$ cat src/rtl/uart_reg_fifo_if.sv
// APB slave-side bus bundle for the UART register/FIFO block.
// The master modport drives the request; the slave modport returns the response.
interface uart_reg_fifo_if #(
   parameter int APB_ADDR_WIDTH = 32,
   parameter int APB_DATA_WIDTH = 32
);
   logic [APB_ADDR_WIDTH-1:0] apb_addr_in;
   logic                      apb_psel_in;
   logic                      apb_penable_in;
   logic                      apb_write_in;
   logic [APB_DATA_WIDTH-1:0] apb_wdata_in;
   logic [APB_DATA_WIDTH-1:0] apb_rdata_out;
   logic                      apb_ready_out;
   logic                      apb_slverr_out;

   modport master (
      output apb_addr_in, apb_psel_in, apb_penable_in, apb_write_in, apb_wdata_in,
      input  apb_rdata_out, apb_ready_out, apb_slverr_out
   );

   modport slave (
      input  apb_addr_in, apb_psel_in, apb_penable_in, apb_write_in, apb_wdata_in,
      output apb_rdata_out, apb_ready_out, apb_slverr_out
   );
endinterface

$ cat src/rtl/uart_reg_fifo.sv
// UART register file with TX/RX byte FIFOs behind an APB slave that inserts one wait state.
// Register accesses capture read data on the first ready edge and commit side effects on the second.
module uart_reg_fifo_buf #(
   parameter int DEPTH = 16
) (
   input  logic                       i_clk,
   input  logic                       i_rst,
   input  logic                       i_push,
   input  logic [7:0]                 i_data,
   input  logic                       i_pop,
   input  logic                       i_flush,
   output logic [7:0]                 o_head,
   output logic [$clog2(DEPTH):0]     o_count,
   output logic                       o_overflow
);
   localparam int PTR_W = $clog2(DEPTH);
   localparam int CNT_W = PTR_W + 1;
   localparam logic [CNT_W-1:0] FULL_CNT = CNT_W'(DEPTH);

   logic [7:0]       r_mem [DEPTH];
   logic [PTR_W-1:0] r_wr_ptr;
   logic [PTR_W-1:0] r_rd_ptr;
   logic [CNT_W-1:0] r_cnt;
   logic             w_pop_ok;
   logic             w_push_ok;

   // A simultaneous pop frees the slot, so a push into a full FIFO still succeeds.
   assign w_pop_ok   = i_pop & ~i_flush & (r_cnt != {CNT_W{1'b0}});
   assign w_push_ok  = i_push & ~i_flush & ((r_cnt != FULL_CNT) | w_pop_ok);
   assign o_overflow = i_push & ~i_flush & ~w_push_ok;
   assign o_head     = (r_cnt != {CNT_W{1'b0}}) ? r_mem[r_rd_ptr] : 8'h00;
   assign o_count    = r_cnt;

   always_ff @(posedge i_clk) begin
      if (w_push_ok) begin
         r_mem[r_wr_ptr] <= i_data;
      end
   end

   always_ff @(posedge i_clk or posedge i_rst) begin
      if (i_rst) begin
         r_wr_ptr <= {PTR_W{1'b0}};
         r_rd_ptr <= {PTR_W{1'b0}};
         r_cnt    <= {CNT_W{1'b0}};
      end else if (i_flush) begin
         r_wr_ptr <= {PTR_W{1'b0}};
         r_rd_ptr <= {PTR_W{1'b0}};
         r_cnt    <= {CNT_W{1'b0}};
      end else begin
         if (w_push_ok) begin
            r_wr_ptr <= r_wr_ptr + {{(PTR_W-1){1'b0}}, 1'b1};
         end
         if (w_pop_ok) begin
            r_rd_ptr <= r_rd_ptr + {{(PTR_W-1){1'b0}}, 1'b1};
         end
         case ({w_push_ok, w_pop_ok})
            2'b10:   r_cnt <= r_cnt + {{(CNT_W-1){1'b0}}, 1'b1};
            2'b01:   r_cnt <= r_cnt - {{(CNT_W-1){1'b0}}, 1'b1};
            default: r_cnt <= r_cnt;
         endcase
      end
   end
endmodule

module uart_reg_fifo #(
   parameter int                        APB_DATA_WIDTH = 32,
   parameter int                        APB_ADDR_WIDTH = 32,
   parameter logic [APB_ADDR_WIDTH-1:0] UART_REG_BASE  = 32'hA030_0000,
   parameter int                        FIFO_DEPTH     = 16
) (
   input  logic              apb_clk_in,
   input  logic              apb_rst_in,
   uart_reg_fifo_if.slave    apb,
   output logic [7:0]        tx_data_out,
   output logic              tx_valid_out,
   input  logic              tx_pop_in,
   input  logic [7:0]        rx_data_in,
   input  logic              rx_push_in,
   output logic [15:0]       dlr_out,
   output logic [1:0]        wls_out,
   output logic              stb_out,
   output logic              pen_out,
   output logic              eps_out,
   output logic              irq_out
);
   localparam int CNT_W = $clog2(FIFO_DEPTH) + 1;
   localparam logic [CNT_W-1:0] FULL_CNT = CNT_W'(FIFO_DEPTH);
   localparam logic [7:0] OFF_DR  = 8'h00;
   localparam logic [7:0] OFF_IER = 8'h04;
   localparam logic [7:0] OFF_FCR = 8'h08;
   localparam logic [7:0] OFF_LCR = 8'h0C;
   localparam logic [7:0] OFF_LSR = 8'h10;
   localparam logic [7:0] OFF_DLR = 8'h14;
   localparam logic [7:0] OFF_FSR = 8'h18;

   typedef enum logic {ST_IDLE = 1'b0, ST_RESP = 1'b1} state_t;

   state_t                    r_state;
   state_t                    w_state_nxt;
   logic                      w_capture;
   logic                      w_commit;
   logic [7:0]                w_off;
   logic                      w_valid;
   logic                      w_wr_commit;
   logic                      w_rd_commit;
   logic [31:0]               w_rd32;
   logic [APB_DATA_WIDTH-1:0] w_rdata;
   logic [7:0]                w_lsr;
   logic [APB_DATA_WIDTH-1:0] r_rdata;
   logic                      r_slverr;
   logic                      r_dr_pop;
   logic [2:0]                r_ier;
   logic [CNT_W-1:0]          r_rxthr;
   logic [4:0]                r_lcr;
   logic [15:0]               r_dlr;
   logic                      r_oe;
   logic                      r_txovf;
   logic                      r_irq;
   logic [7:0]                w_tx_head;
   logic [7:0]                w_rx_head;
   logic [CNT_W-1:0]          w_tx_cnt;
   logic [CNT_W-1:0]          w_rx_cnt;
   logic                      w_tx_push;
   logic                      w_tx_flush;
   logic                      w_rx_pop;
   logic                      w_rx_flush;
   logic                      w_tx_ovf;
   logic                      w_rx_ovf;
   logic                      w_tx_empty;
   logic                      w_rx_empty;
   logic                      w_unused;

   // A threshold of zero would keep the interrupt asserted permanently, so clamp to 1..depth.
   function automatic logic [CNT_W-1:0] clamp_thr(input logic [7:0] v);
      logic [8:0] w_v;
      w_v = {1'b0, v};
      if (w_v == 9'd0) begin
         clamp_thr = CNT_W'(1);
      end else if (w_v > 9'(FIFO_DEPTH)) begin
         clamp_thr = FULL_CNT;
      end else begin
         clamp_thr = CNT_W'(w_v);
      end
   endfunction

   assign w_off       = apb.apb_addr_in[7:0];
   assign w_valid     = (apb.apb_addr_in[APB_ADDR_WIDTH-1:8] == UART_REG_BASE[APB_ADDR_WIDTH-1:8])
                        && (w_off <= OFF_FSR) && (apb.apb_addr_in[1:0] == 2'b00);
   assign w_wr_commit = w_commit & w_valid & apb.apb_write_in;
   assign w_rd_commit = w_commit & w_valid & ~apb.apb_write_in;
   assign w_unused    = ^apb.apb_wdata_in[APB_DATA_WIDTH-1:16];

   always_ff @(posedge apb_clk_in or posedge apb_rst_in) begin
      if (apb_rst_in) begin
         r_state <= ST_IDLE;
      end else begin
         r_state <= w_state_nxt;
      end
   end

   always_comb begin
      w_state_nxt = r_state;
      case (r_state)
         ST_IDLE: w_state_nxt = (apb.apb_psel_in & apb.apb_penable_in) ? ST_RESP : ST_IDLE;
         ST_RESP: w_state_nxt = ST_IDLE;
         default: w_state_nxt = ST_IDLE;
      endcase
   end

   always_comb begin
      w_capture = 1'b0;
      w_commit  = 1'b0;
      case (r_state)
         ST_IDLE: w_capture = apb.apb_psel_in & apb.apb_penable_in;
         ST_RESP: w_commit  = apb.apb_psel_in & apb.apb_penable_in;
         default: w_capture = 1'b0;
      endcase
   end

   assign w_tx_push  = w_wr_commit & (w_off == OFF_DR);
   assign w_tx_flush = w_wr_commit & (w_off == OFF_FCR) & apb.apb_wdata_in[0];
   assign w_rx_flush = w_wr_commit & (w_off == OFF_FCR) & apb.apb_wdata_in[1];
   assign w_rx_pop   = w_commit & r_dr_pop;

   uart_reg_fifo_buf #(.DEPTH(FIFO_DEPTH)) u_tx_fifo (
      .i_clk      (apb_clk_in),
      .i_rst      (apb_rst_in),
      .i_push     (w_tx_push),
      .i_data     (apb.apb_wdata_in[7:0]),
      .i_pop      (tx_pop_in),
      .i_flush    (w_tx_flush),
      .o_head     (w_tx_head),
      .o_count    (w_tx_cnt),
      .o_overflow (w_tx_ovf)
   );

   uart_reg_fifo_buf #(.DEPTH(FIFO_DEPTH)) u_rx_fifo (
      .i_clk      (apb_clk_in),
      .i_rst      (apb_rst_in),
      .i_push     (rx_push_in),
      .i_data     (rx_data_in),
      .i_pop      (w_rx_pop),
      .i_flush    (w_rx_flush),
      .o_head     (w_rx_head),
      .o_count    (w_rx_cnt),
      .o_overflow (w_rx_ovf)
   );

   assign w_tx_empty = (w_tx_cnt == {CNT_W{1'b0}});
   assign w_rx_empty = (w_rx_cnt == {CNT_W{1'b0}});
   assign w_lsr      = {(w_rx_cnt == FULL_CNT), (w_tx_cnt == FULL_CNT), w_tx_empty,
                        2'b00, r_txovf, r_oe, ~w_rx_empty};

   always_comb begin
      w_rd32 = 32'h0000_0000;
      case (w_off)
         OFF_DR:  w_rd32 = {24'h00_0000, w_rx_head};
         OFF_IER: w_rd32 = {29'h0000_0000, r_ier};
         OFF_FCR: w_rd32 = {16'h0000, 8'(r_rxthr), 8'h00};
         OFF_LCR: w_rd32 = {27'h000_0000, r_lcr};
         OFF_LSR: w_rd32 = {24'h00_0000, w_lsr};
         OFF_DLR: w_rd32 = {16'h0000, r_dlr};
         OFF_FSR: w_rd32 = {7'h00, 9'(w_tx_cnt), 7'h00, 9'(w_rx_cnt)};
         default: w_rd32 = 32'h0000_0000;
      endcase
      w_rdata = {APB_DATA_WIDTH{1'b0}};
      if (w_valid && !apb.apb_write_in) begin
         w_rdata[31:0] = w_rd32;
      end else begin
         w_rdata[31:0] = 32'h0000_0000;
      end
   end

   // Remember whether the captured DR read saw data, so a byte arriving before commit is not lost.
   always_ff @(posedge apb_clk_in or posedge apb_rst_in) begin
      if (apb_rst_in) begin
         r_rdata  <= {APB_DATA_WIDTH{1'b0}};
         r_slverr <= 1'b0;
         r_dr_pop <= 1'b0;
      end else if (w_capture) begin
         r_rdata  <= w_rdata;
         r_slverr <= ~w_valid;
         r_dr_pop <= w_valid & ~apb.apb_write_in & (w_off == OFF_DR) & ~w_rx_empty;
      end
   end

   always_ff @(posedge apb_clk_in or posedge apb_rst_in) begin
      if (apb_rst_in) begin
         r_ier   <= 3'b000;
         r_rxthr <= CNT_W'(1);
         r_lcr   <= 5'b00000;
         r_dlr   <= 16'h0000;
      end else if (w_wr_commit) begin
         case (w_off)
            OFF_IER: r_ier   <= apb.apb_wdata_in[2:0];
            OFF_FCR: r_rxthr <= clamp_thr(apb.apb_wdata_in[15:8]);
            OFF_LCR: r_lcr   <= apb.apb_wdata_in[4:0];
            OFF_DLR: r_dlr   <= apb.apb_wdata_in[15:0];
            default: r_dlr   <= r_dlr;
         endcase
      end
   end

   // A new overflow in the same cycle as an LSR read wins over the clear.
   always_ff @(posedge apb_clk_in or posedge apb_rst_in) begin
      if (apb_rst_in) begin
         r_oe    <= 1'b0;
         r_txovf <= 1'b0;
         r_irq   <= 1'b0;
      end else begin
         r_oe    <= w_rx_ovf | (r_oe    & ~(w_rd_commit & (w_off == OFF_LSR)));
         r_txovf <= w_tx_ovf | (r_txovf & ~(w_rd_commit & (w_off == OFF_LSR)));
         r_irq   <= (r_ier[0] & (w_rx_cnt >= r_rxthr)) | (r_ier[1] & w_tx_empty)
                    | (r_ier[2] & (r_oe | r_txovf));
      end
   end

   assign apb.apb_rdata_out  = r_rdata;
   assign apb.apb_slverr_out = r_slverr;
   assign apb.apb_ready_out  = (r_state == ST_RESP);
   assign tx_data_out        = w_tx_head;
   assign tx_valid_out       = ~w_tx_empty;
   assign dlr_out            = r_dlr;
   assign {eps_out, pen_out, stb_out, wls_out} = r_lcr;
   assign irq_out            = r_irq;
endmodule

$ cat src/flat_wrapper.sv
// flat-port wrapper written by rule: the top's interface ports become plain ports
module uart_reg_fifo_flat 
#(
   parameter int                        APB_DATA_WIDTH = 32,
   parameter int                        APB_ADDR_WIDTH = 32,
   parameter logic [APB_ADDR_WIDTH-1:0] UART_REG_BASE  = 32'hA030_0000,
   parameter int                        FIFO_DEPTH     = 16
)
  (apb_clk_in, apb_rst_in, tx_data_out, tx_valid_out, tx_pop_in, rx_data_in, rx_push_in, dlr_out, wls_out, stb_out, pen_out, eps_out, irq_out, apb_apb_addr_in, apb_apb_psel_in, apb_apb_penable_in, apb_apb_write_in, apb_apb_wdata_in, apb_apb_rdata_out, apb_apb_ready_out, apb_apb_slverr_out);
  uart_reg_fifo_if #(.APB_ADDR_WIDTH(APB_ADDR_WIDTH), .APB_DATA_WIDTH(APB_DATA_WIDTH)) apb_i ();
  input  logic apb_clk_in;
  input  logic apb_rst_in;
  output logic [7:0] tx_data_out;
  output logic tx_valid_out;
  input  logic tx_pop_in;
  input  logic [7:0] rx_data_in;
  input  logic rx_push_in;
  output logic [15:0] dlr_out;
  output logic [1:0] wls_out;
  output logic stb_out;
  output logic pen_out;
  output logic eps_out;
  output logic irq_out;
  input wire logic [$bits(apb_i.apb_addr_in)-1:0] apb_apb_addr_in;
  input wire logic [$bits(apb_i.apb_psel_in)-1:0] apb_apb_psel_in;
  input wire logic [$bits(apb_i.apb_penable_in)-1:0] apb_apb_penable_in;
  input wire logic [$bits(apb_i.apb_write_in)-1:0] apb_apb_write_in;
  input wire logic [$bits(apb_i.apb_wdata_in)-1:0] apb_apb_wdata_in;
  output wire logic [$bits(apb_i.apb_rdata_out)-1:0] apb_apb_rdata_out;
  output wire logic [$bits(apb_i.apb_ready_out)-1:0] apb_apb_ready_out;
  output wire logic [$bits(apb_i.apb_slverr_out)-1:0] apb_apb_slverr_out;
  assign apb_i.apb_addr_in = apb_apb_addr_in;
  assign apb_i.apb_psel_in = apb_apb_psel_in;
  assign apb_i.apb_penable_in = apb_apb_penable_in;
  assign apb_i.apb_write_in = apb_apb_write_in;
  assign apb_i.apb_wdata_in = apb_apb_wdata_in;
  assign apb_apb_rdata_out = apb_i.apb_rdata_out;
  assign apb_apb_ready_out = apb_i.apb_ready_out;
  assign apb_apb_slverr_out = apb_i.apb_slverr_out;
  uart_reg_fifo #(.APB_DATA_WIDTH(APB_DATA_WIDTH), .APB_ADDR_WIDTH(APB_ADDR_WIDTH), .UART_REG_BASE(UART_REG_BASE), .FIFO_DEPTH(FIFO_DEPTH)) u_core (.apb_clk_in(apb_clk_in), .apb_rst_in(apb_rst_in), .apb(apb_i), .tx_data_out(tx_data_out), .tx_valid_out(tx_valid_out), .tx_pop_in(tx_pop_in), .rx_data_in(rx_data_in), .rx_push_in(rx_push_in), .dlr_out(dlr_out), .wls_out(wls_out), .stb_out(stb_out), .pen_out(pen_out), .eps_out(eps_out), .irq_out(irq_out));
endmodule
$ cat config.mk
export PLATFORM = sky130hd
export DESIGN_NAME = uart_reg_fifo_flat
export DESIGN_NICKNAME = d
export VERILOG_FILES = /design/src/rtl/uart_reg_fifo_if.sv /design/src/rtl/uart_reg_fifo.sv /design/src/flat_wrapper.sv
export SDC_FILE = /design/constraint.sdc
export NUM_CORES = 1
export LEC_CHECK = 0
export CORE_MARGIN = 8
export CORE_UTILIZATION = 50
export DETAILED_ROUTE_END_ITERATION = 7
export PLACE_DENSITY = 0.71
export SYNTH_ARGS = -nofsm -noshare
export SYNTH_HDL_FRONTEND = slang
export SYNTH_SLANG_ARGS = --single-unit
$ cat constraint.sdc
create_clock -name apb_clk_in -period 5.4 [get_ports apb_clk_in]
set_clock_uncertainty 0.05 [all_clocks]
set_input_delay 0.81 -clock apb_clk_in [delete_from_list [all_inputs] [get_ports apb_clk_in]]
set_output_delay 0.81 -clock apb_clk_in [all_outputs]
set_load 0.005 [all_outputs]
# == After elaboration in Yosys (flattened, before gate mapping) ==
# Memories as Yosys holds them, arrays and structs flattened.
# Index checks and enable logic that the tools add are counted.
# word_totals
regBits,93
elab_cells,137
input_bits,79
ramBits,256
out_inout_bits,65
romBits,0
latch_bits,0
n_memories,2
# op_classes
multipliers,0
order_cmp,3
n_reduce_logical,21
n_eq_ne,15
add_sub_neg,8
n_mux,26
n_bitwise,45
shift,0
div_mod_pow,0
# mem_list
memory,words,word_bits,read_ports,rd_ports_with_merged_regs,wr,line,source
u_core.u_rx_fifo.r_mem,16,8,1,0,1,uart_reg_fifo.sv:20,logic [7:0] r_mem [DEPTH];
u_core.u_tx_fifo.r_mem,16,8,1,0,1,uart_reg_fifo.sv:20,
# op_table
operator,n
21-bit one-hot mux with 7 select lines,1
4-bit two-way mux,8
1-bit AND,28
24-bit equality test (second input constant),1
8-bit by 5-bit equality test with 1-bit output (second input constant),3
21-bit two-way mux,1
5-bit two-way mux,4
5-bit one-hot mux with 2 select lines,2
4-bit by 1-bit adder with 4-bit output (second input constant),4
8-bit by 4-bit equality test with 1-bit output (second input constant),2
8-bit zero test,2
8-bit two-way mux,2
5-bit by 1-bit adder with 5-bit output (second input constant),2
5-bit equality test (second input constant),2
5-bit zero test,2
5-bit != test (second input constant),2
1-bit NOT,10
5-bit nonzero test,2
5-bit by 1-bit subtractor with 5-bit output (second input constant),2
8-bit by 3-bit equality test with 1-bit output (second input constant),1
8-bit by 5-bit greater-than comparator with 1-bit output (second input constant),1
8-bit by 5-bit less-or-equal comparator with 1-bit output (second input constant),1
2-bit AND reduction,4
2-bit nonzero test,4
other kinds (10),27

# == Longest topological paths before layout ==
# depth
word_depth,15
depth_mapped,12
ltp_nobuf,11

# == Cells and area by module ==
# From an unflattened synthesis, not the netlist that was laid out.
# hier_totals
hier_cells,937
area_unflattened_um2,14883.0
# by_module_without_submodules
mod,seq_area_each_um2,area_each_um2,instances,cells_each
uart_reg_fifo_buf,4169.0,5954.5,2,329
uart_reg_fifo,1402.6,2974.1,1,279

# == Worst setup path after synthesis ==
# No wires, ideal clock.
# synth_path
path_kind,input to register
from,input apb_apb_addr_in[9]
to,"register u_core.u_tx_fifo.r_cnt[4], in the netlist u_core.u_tx_fifo.o_count[4]"
cell_stages,10
t_arrival_ns,3.530
slack_ns,1.695
required_ns,5.225
n_path_buf,0
setup_time_ns,0.125
cell_sequence,or4b_1 -> nor4_1 -> and4_1 -> nor2_1 -> xor2_1 -> ha_1 -> o31a_1 -> or4_1 -> a21oi_1 -> mux2_2
# synth_via
elab_chain_len,15
word_cells_on_any_way,19
classes_between,3 x eq/ne; 2 x mux; 11 x bitwise; 3 x reduce/logical
# synth_rtl
element,line,source
start: declaration,flat_wrapper.sv:24,input wire logic [$bits(apb_i.apb_addr_in)-1:0] apb_apb_addr_in;
24-bit equality test *,uart_reg_fifo.sv:147,assign w_valid = (apb.apb_addr_in[APB_ADDR_WIDTH-1:8] == UART_REG_BASE[APB_ADDR_WIDTH-1:8])
1-bit logical AND * (2 in a row),uart_reg_fifo.sv:148,&& (w_off <= OFF_FSR) && (apb.apb_addr_in[1:0] == 2'b00);
1-bit AND * (2 in a row),uart_reg_fifo.sv:149,assign w_wr_commit = w_commit & w_valid & apb.apb_write_in;
1-bit AND (2 in a row),uart_reg_fifo.sv:181,assign w_tx_flush = w_wr_commit & (w_off == OFF_FCR) & apb.apb_wdata_in[0];
1-bit NOT,"uart_reg_fifo.sv:28, uart_reg_fifo.sv:29",
1-bit AND (2 in a row),uart_reg_fifo.sv:28,assign w_pop_ok = i_pop & ~i_flush & (r_cnt != {CNT_W{1'b0}});
1-bit bitwise OR,uart_reg_fifo.sv:29,assign w_push_ok = i_push & ~i_flush & ((r_cnt != FULL_CNT) | w_pop_ok);
1-bit AND,uart_reg_fifo.sv:29,
2-bit by 1-bit equality test with 1-bit output or 2-bit equality test (tied branches),uart_reg_fifo.sv:56,"case ({w_push_ok, w_pop_ok})"
5-bit one-hot mux with 2 select lines,uart_reg_fifo.sv:56,
5-bit two-way mux,uart_reg_fifo.sv:45,end else if (i_flush) begin
end signal: assignment,uart_reg_fifo.sv:44,r_cnt <= {CNT_W{1'b0}};
end signal: assignment,uart_reg_fifo.sv:57,"2'b10: r_cnt <= r_cnt + {{(CNT_W-1){1'b0}}, 1'b1};"
end signal: assignment,uart_reg_fifo.sv:58,"2'b01: r_cnt <= r_cnt - {{(CNT_W-1){1'b0}}, 1'b1};"
end: declaration,uart_reg_fifo.sv:23,logic [CNT_W-1:0] r_cnt;
# Mark *: on every way between the ends. The rest lies on a longest branch, timed or not.
# A chain may end at the register's enable or synchronous reset.

# == Final worst setup path ==
# layout_path
from,register u_core.u_tx_fifo.r_rd_ptr[0]
to,output tx_data_out[1]
# layout_via
elab_chain_len,2
# layout_rtl
element,line,source
start: declaration,uart_reg_fifo.sv:22,logic [PTR_W-1:0] r_rd_ptr;
start signal: assignment,uart_reg_fifo.sv:43,r_rd_ptr <= {PTR_W{1'b0}};
start signal: assignment,uart_reg_fifo.sv:47,r_rd_ptr <= {PTR_W{1'b0}};
start signal: assignment,uart_reg_fifo.sv:54,"r_rd_ptr <= r_rd_ptr + {{(PTR_W-1){1'b0}}, 1'b1};"
memory 16 x 8 bit,--,
8-bit two-way mux,uart_reg_fifo.sv:31,assign o_head = (r_cnt != {CNT_W{1'b0}}) ? r_mem[r_rd_ptr] : 8'h00;
end: declaration,flat_wrapper.sv:13,output logic [7:0] tx_data_out;
# Every way passes these cells.

==> out/qor.json <==
{
  "drt_wl_total": {"value": 30.8, "unit": "mm"},
  "synth_simple_gate_area_share": {"value": 7.74, "unit": "%"},
  "setup_viol_count_final": {"value": 0},
  "synth.mux.area_fraction": {"value": 15.4, "unit": "%"},
  "place.detailed.hpwl": {"value": 21.2, "unit": "mm"},
  "via_count": {"value": 7785},
  "synth-compound-area-share": {"value": 4.19, "unit": "%"},
  "wl_per_cell": {"value": 22.1, "unit": "µm"},
  "period_minus_ws_final": {"value": 4270, "unit": "ps"},
  "synth_fa_ha_area_share": {"value": 1.57, "unit": "%"},
  "drt-vias-per-instance": {"value": 5.59},
  "fin_cells": {"value": 1392},
  "path_class": {"value": "reg -> out"},
  "row_count": {"value": 62},
  "number_of_antenna_violations_at_the_first_check_in_global_routing": {"value": 1},
  "cts_tree": {"value": "yes"},
  "grt_usage": {"value": 18.0, "unit": "%"},
  "cts_inserted_buffers": {"value": 37},
  "place_inst": {"value": 1323},
  "avgSynthCellArea": {"value": 16.9, "unit": "µm²"},
  "rr_worst_depth": {"value": 10},
  "global_route.overflow_total": {"value": 0},
  "power_density": {"value": 343, "unit": "nW/µm²"},
  "cts_root_buf": {"value": "clkbuf_16"},
  "cap_violations": {"value": 0},
  "place_area": {"value": 15900, "unit": "µm²"},
  "cts-htree-levels": {"value": 2},
  "grt_start_max_net_pins": {"value": 51},
  "total_leakage_power": {"value": 6.09, "unit": "nW"},
  "async_flop_share": {"value": 24.3, "unit": "%"},
  "synth_edf_count": {"value": 256},
  "final_net_count": {"value": 1075},
  "areaGrowthSynthToFinish": {"value": 18.7, "unit": "%"},
  "die_width": {"value": 186, "unit": "µm"},
  "max-clock-path-buffers": {"value": 3},
  "synth_top_family_by_area": {"value": "multiplexers"},
  "timing.slew.headroom": {"value": 30.2, "unit": "%"},
  "initial_core_utilization": {"value": 50.4, "unit": "%"},
  "design.core.area": {"value": 28500, "unit": "µm²"},
  "crit_path_max_fo": {"value": 23},
  "drt_first_pass_iters": {"value": 5},
  "critPathCaptureType": {"value": "output pin"},
  "setup_total_negative_slack": {"value": 0, "unit": "ps"},
  "max_freq": {"value": 234, "unit": "MHz"},
  "syn-instance-count": {"value": 852},
  "fin_worst_hold_slack": {"value": 436, "unit": "ps"},
  "share_of_final_layout_standard_cells_stronger_than_drive_strength_1": {"value": 18.3, "unit": "%"},
  "rsz0062_at_grt": {"value": "false"},
  "post_cts.resized_instances": {"value": 0},
  "synth.lib_cells_used.distinct": {"value": 59},
  "grt_pass1_wl": {"value": 47.4, "unit": "mm"},
  "worst_skew_pair.late_latency": {"value": 530, "unit": "ps"},
  "timing.rr.end": {"value": "u_core.u_tx_fifo.o_count[4]"},
  "place_ws": {"value": 915, "unit": "ps"},
  "run_status": {"value": "completed"},
  "max-vdd-ir-drop": {"value": 0.000304, "unit": "V"},
  "stdcell_area": {"value": 17100, "unit": "µm²"},
  "postCtsSetupBuffers": {"value": 0},
  "final-seq-area": {"value": 9740, "unit": "µm²"},
  "hold-path-endpoint": {"value": "u_core.r_dr_pop"},
  "ys.warnings.count": {"value": 0},
  "vias_in_the_first_global_route": {"value": 7987},
  "dominantRegCellSynth": {"value": "edfxtp_1"},
  "synth_sequential_area_ratio": {"value": 67.7, "unit": "%"},
  "crit_path_start_kind": {"value": "flip-flop"},
  "report.final.hold_viol_count": {"value": 0},
  "design.die.area": {"value": 34500, "unit": "µm²"},
  "ff2ff_setup_slack": {"value": 1630, "unit": "ps"},
  "cts.hold.buffers_added": {"value": 0},
  "startpoint_of_the_worst_register_to_register_path": {"value": "u_core.u_tx_fifo.o_count[1]"},
  "final-max-slew-violation-count": {"value": 0},
  "worst-slew-pin-transition": {"value": 1050, "unit": "ps"},
  "worst_hold_path.num_cells": {"value": 2},
  "post_synth_instance_area": {"value": 14400, "unit": "µm²"},
  "finalWorstSetupSlack": {"value": 1130, "unit": "ps"},
  "cts_num_sinks": {"value": 338},
  "worst_ep_arrival_time": {"value": 3410, "unit": "ps"},
  "worst_setup_hold_path_clk_slew": {"value": 60, "unit": "ps"},
  "ys_seq_elements": {"value": 338},
  "dr.first_iter.drc_count": {"value": 650},
  "worst_hold_startpoint": {"value": "u_core.r_dr_pop"},
  "n_fill_cell": {"value": 2174},
  "weighted_congestion_at_the_end_of_routability_driven_global_placement": {"value": 0.854},
  "multiInputGateArea": {"value": 4360, "unit": "µm²"},
  "ioPinCount": {"value": 144},
  "antenna_left": {"value": 0},
  "xor_xnor_share_of_the_synthesized_area": {"value": 1.10, "unit": "%"},
  "die_height": {"value": 186, "unit": "µm"},
  "data_required_critical_path": {"value": 4540, "unit": "ps"},
  "drc": {"value": 0},
  "place.port_buffers": {"value": 116},
  "holdCritPathClass": {"value": "reg -> reg"},
  "timing.final.crit_share": {"value": 79.1, "unit": "%"}
}
[registers in the layout (all words and copies together) (netlist names), 5 cells and up]
| register | count |
|---|---|
| u_core.apb.apb_rdata_out | 21 |
| u_core.dlr_out | 16 |
| u_core.r_lcr | 5 |
| u_core.r_rxthr | 5 |
| u_core.u_rx_fifo.o_count | 5 |
| u_core.u_rx_fifo.r_mem | 128 |
| u_core.u_tx_fifo.o_count | 5 |
| u_core.u_tx_fifo.r_mem | 128 |
[metal layers]
layer	vias up	global-route usage [%]	share of wire, %
met5	-	0	0
met4	0	4.51	1.8
met3	42	3.18	6.0
met2	213	30.1	50
met1	3958	24.4	43
li1	3572	-	-
[synthesized netlist by cell type (all sizes together), types with 2 or more instances]
cell	number	area share (%)
a211oi	8	0.42
a21o	10	0.52
a21oi	13	0.45
a221o	4	0.28
a22o	13	0.79
a22oi	6	0.31
a32oi	2	0.12
and2	39	1.7
and3	4	0.17
and4	4	0.24
buf	27	1.1
clkbuf	21	0.55
dfrtp	81	14
edfxtp	256	53
ha	18	1.6
inv	24	0.63
mux2	30	2.6
mux2i	15	1.0
mux4	75	12
nand2	35	0.93
nand2b	5	0.22
nand3	9	0.31
nand4	10	0.43
nor2	46	1.2
nor2b	11	0.48
nor3	12	0.50
nor4	9	0.54
nor4b	3	0.29
nor4bb	2	0.14
o21ai	16	0.56
o221ai	2	0.12
o22ai	5	0.22
or3	2	0.12
or4	4	0.21
xnor2	7	0.43
xor2	11	0.67
[worst max path at each step]
stage / from / to / slack (ps) / cells past startpoint
after floorplan: apb_apb_addr_in[9] / u_core.u_tx_fifo.o_count[4] / 1700 / 10
after global placement: apb_apb_addr_in[29] / u_core.u_tx_fifo.o_count[4] / 920 / 11
after detailed placement: apb_apb_addr_in[29] / u_core.u_tx_fifo.o_count[4] / 920 / 11
after CTS: u_core.u_tx_fifo.r_rd_ptr[0] / tx_data_out[1] / 1000 / 5
after global routing: u_core.u_tx_fifo.r_rd_ptr[0] / tx_data_out[1] / 870 / 5
final: u_core.u_tx_fifo.r_rd_ptr[0] / tx_data_out[1] / 1130 / 5
[cell type report]
| type | instances | share of cell area (%) |
|---|---|---|
| inverter | 24 | 0.535 |
| clock buffer | 45 | 5.77 |
| multi-input combinational | 452 | 25.5 |
| timing repair buffer | 125 | 7.19 |
| clock inverter | 23 | 1.11 |
| tap | 384 | 2.81 |
| sequential | 338 | 57.1 |
| antenna | 1 | 0.0147 |
[cell usage in the layout, fill, tap and decap left out, types with 13 or more instances in the layout]
cell type        count
mux4_2              75
o21ai_0             16
dfrtp_1             78
nand2_1             34
a21oi_1             13
edfxtp_1           256
and2_1              39
mux2i_1             15
inv_1               23
ha_1                18
mux2_2              20
nor2_1              46
clkbuf_16           37
clkdlybuf4s50_1    116
a22o_1              13
[cells by family (layout without fill, tap and decap cells)]
family / after synthesis / in the layout
compound gates: 86 / 86
xor+xnor: 18 / 18
fa+ha+maj: 18 / 18
buf+inv: 72 / 217
flops: 338 / 338
mux: 120 / 120
other cells: 1 / 12
simple gates: 199 / 199
[worst max-delay path, stage by stage (launching register included)]
cell	delay (ps)
dfrtp_2	860
buf_4	390
mux4_2	540
mux4_2	480
and2_1	170
clkdlybuf4s50_1	450
[where the power goes]
part	switching, mW	internal (mW)
combinational	0.244	0.178
clock	0.999	1.41
sequential	0.0853	2.94
total	1.33	4.53
[stage by stage]
stage | utilization (%) | power, mW
2_1_floorplan | - | 3.32
3_3_place_gp | 55.7 | 3.49
3_5_place_dp | 55.7 | 3.51
4_1_cts | 59.8 | 5.91
5_1_grt | 59.8 | 6.08
6_report | 59.8 | 5.86
Note: power is estimated with default switching activity, not from simulation.
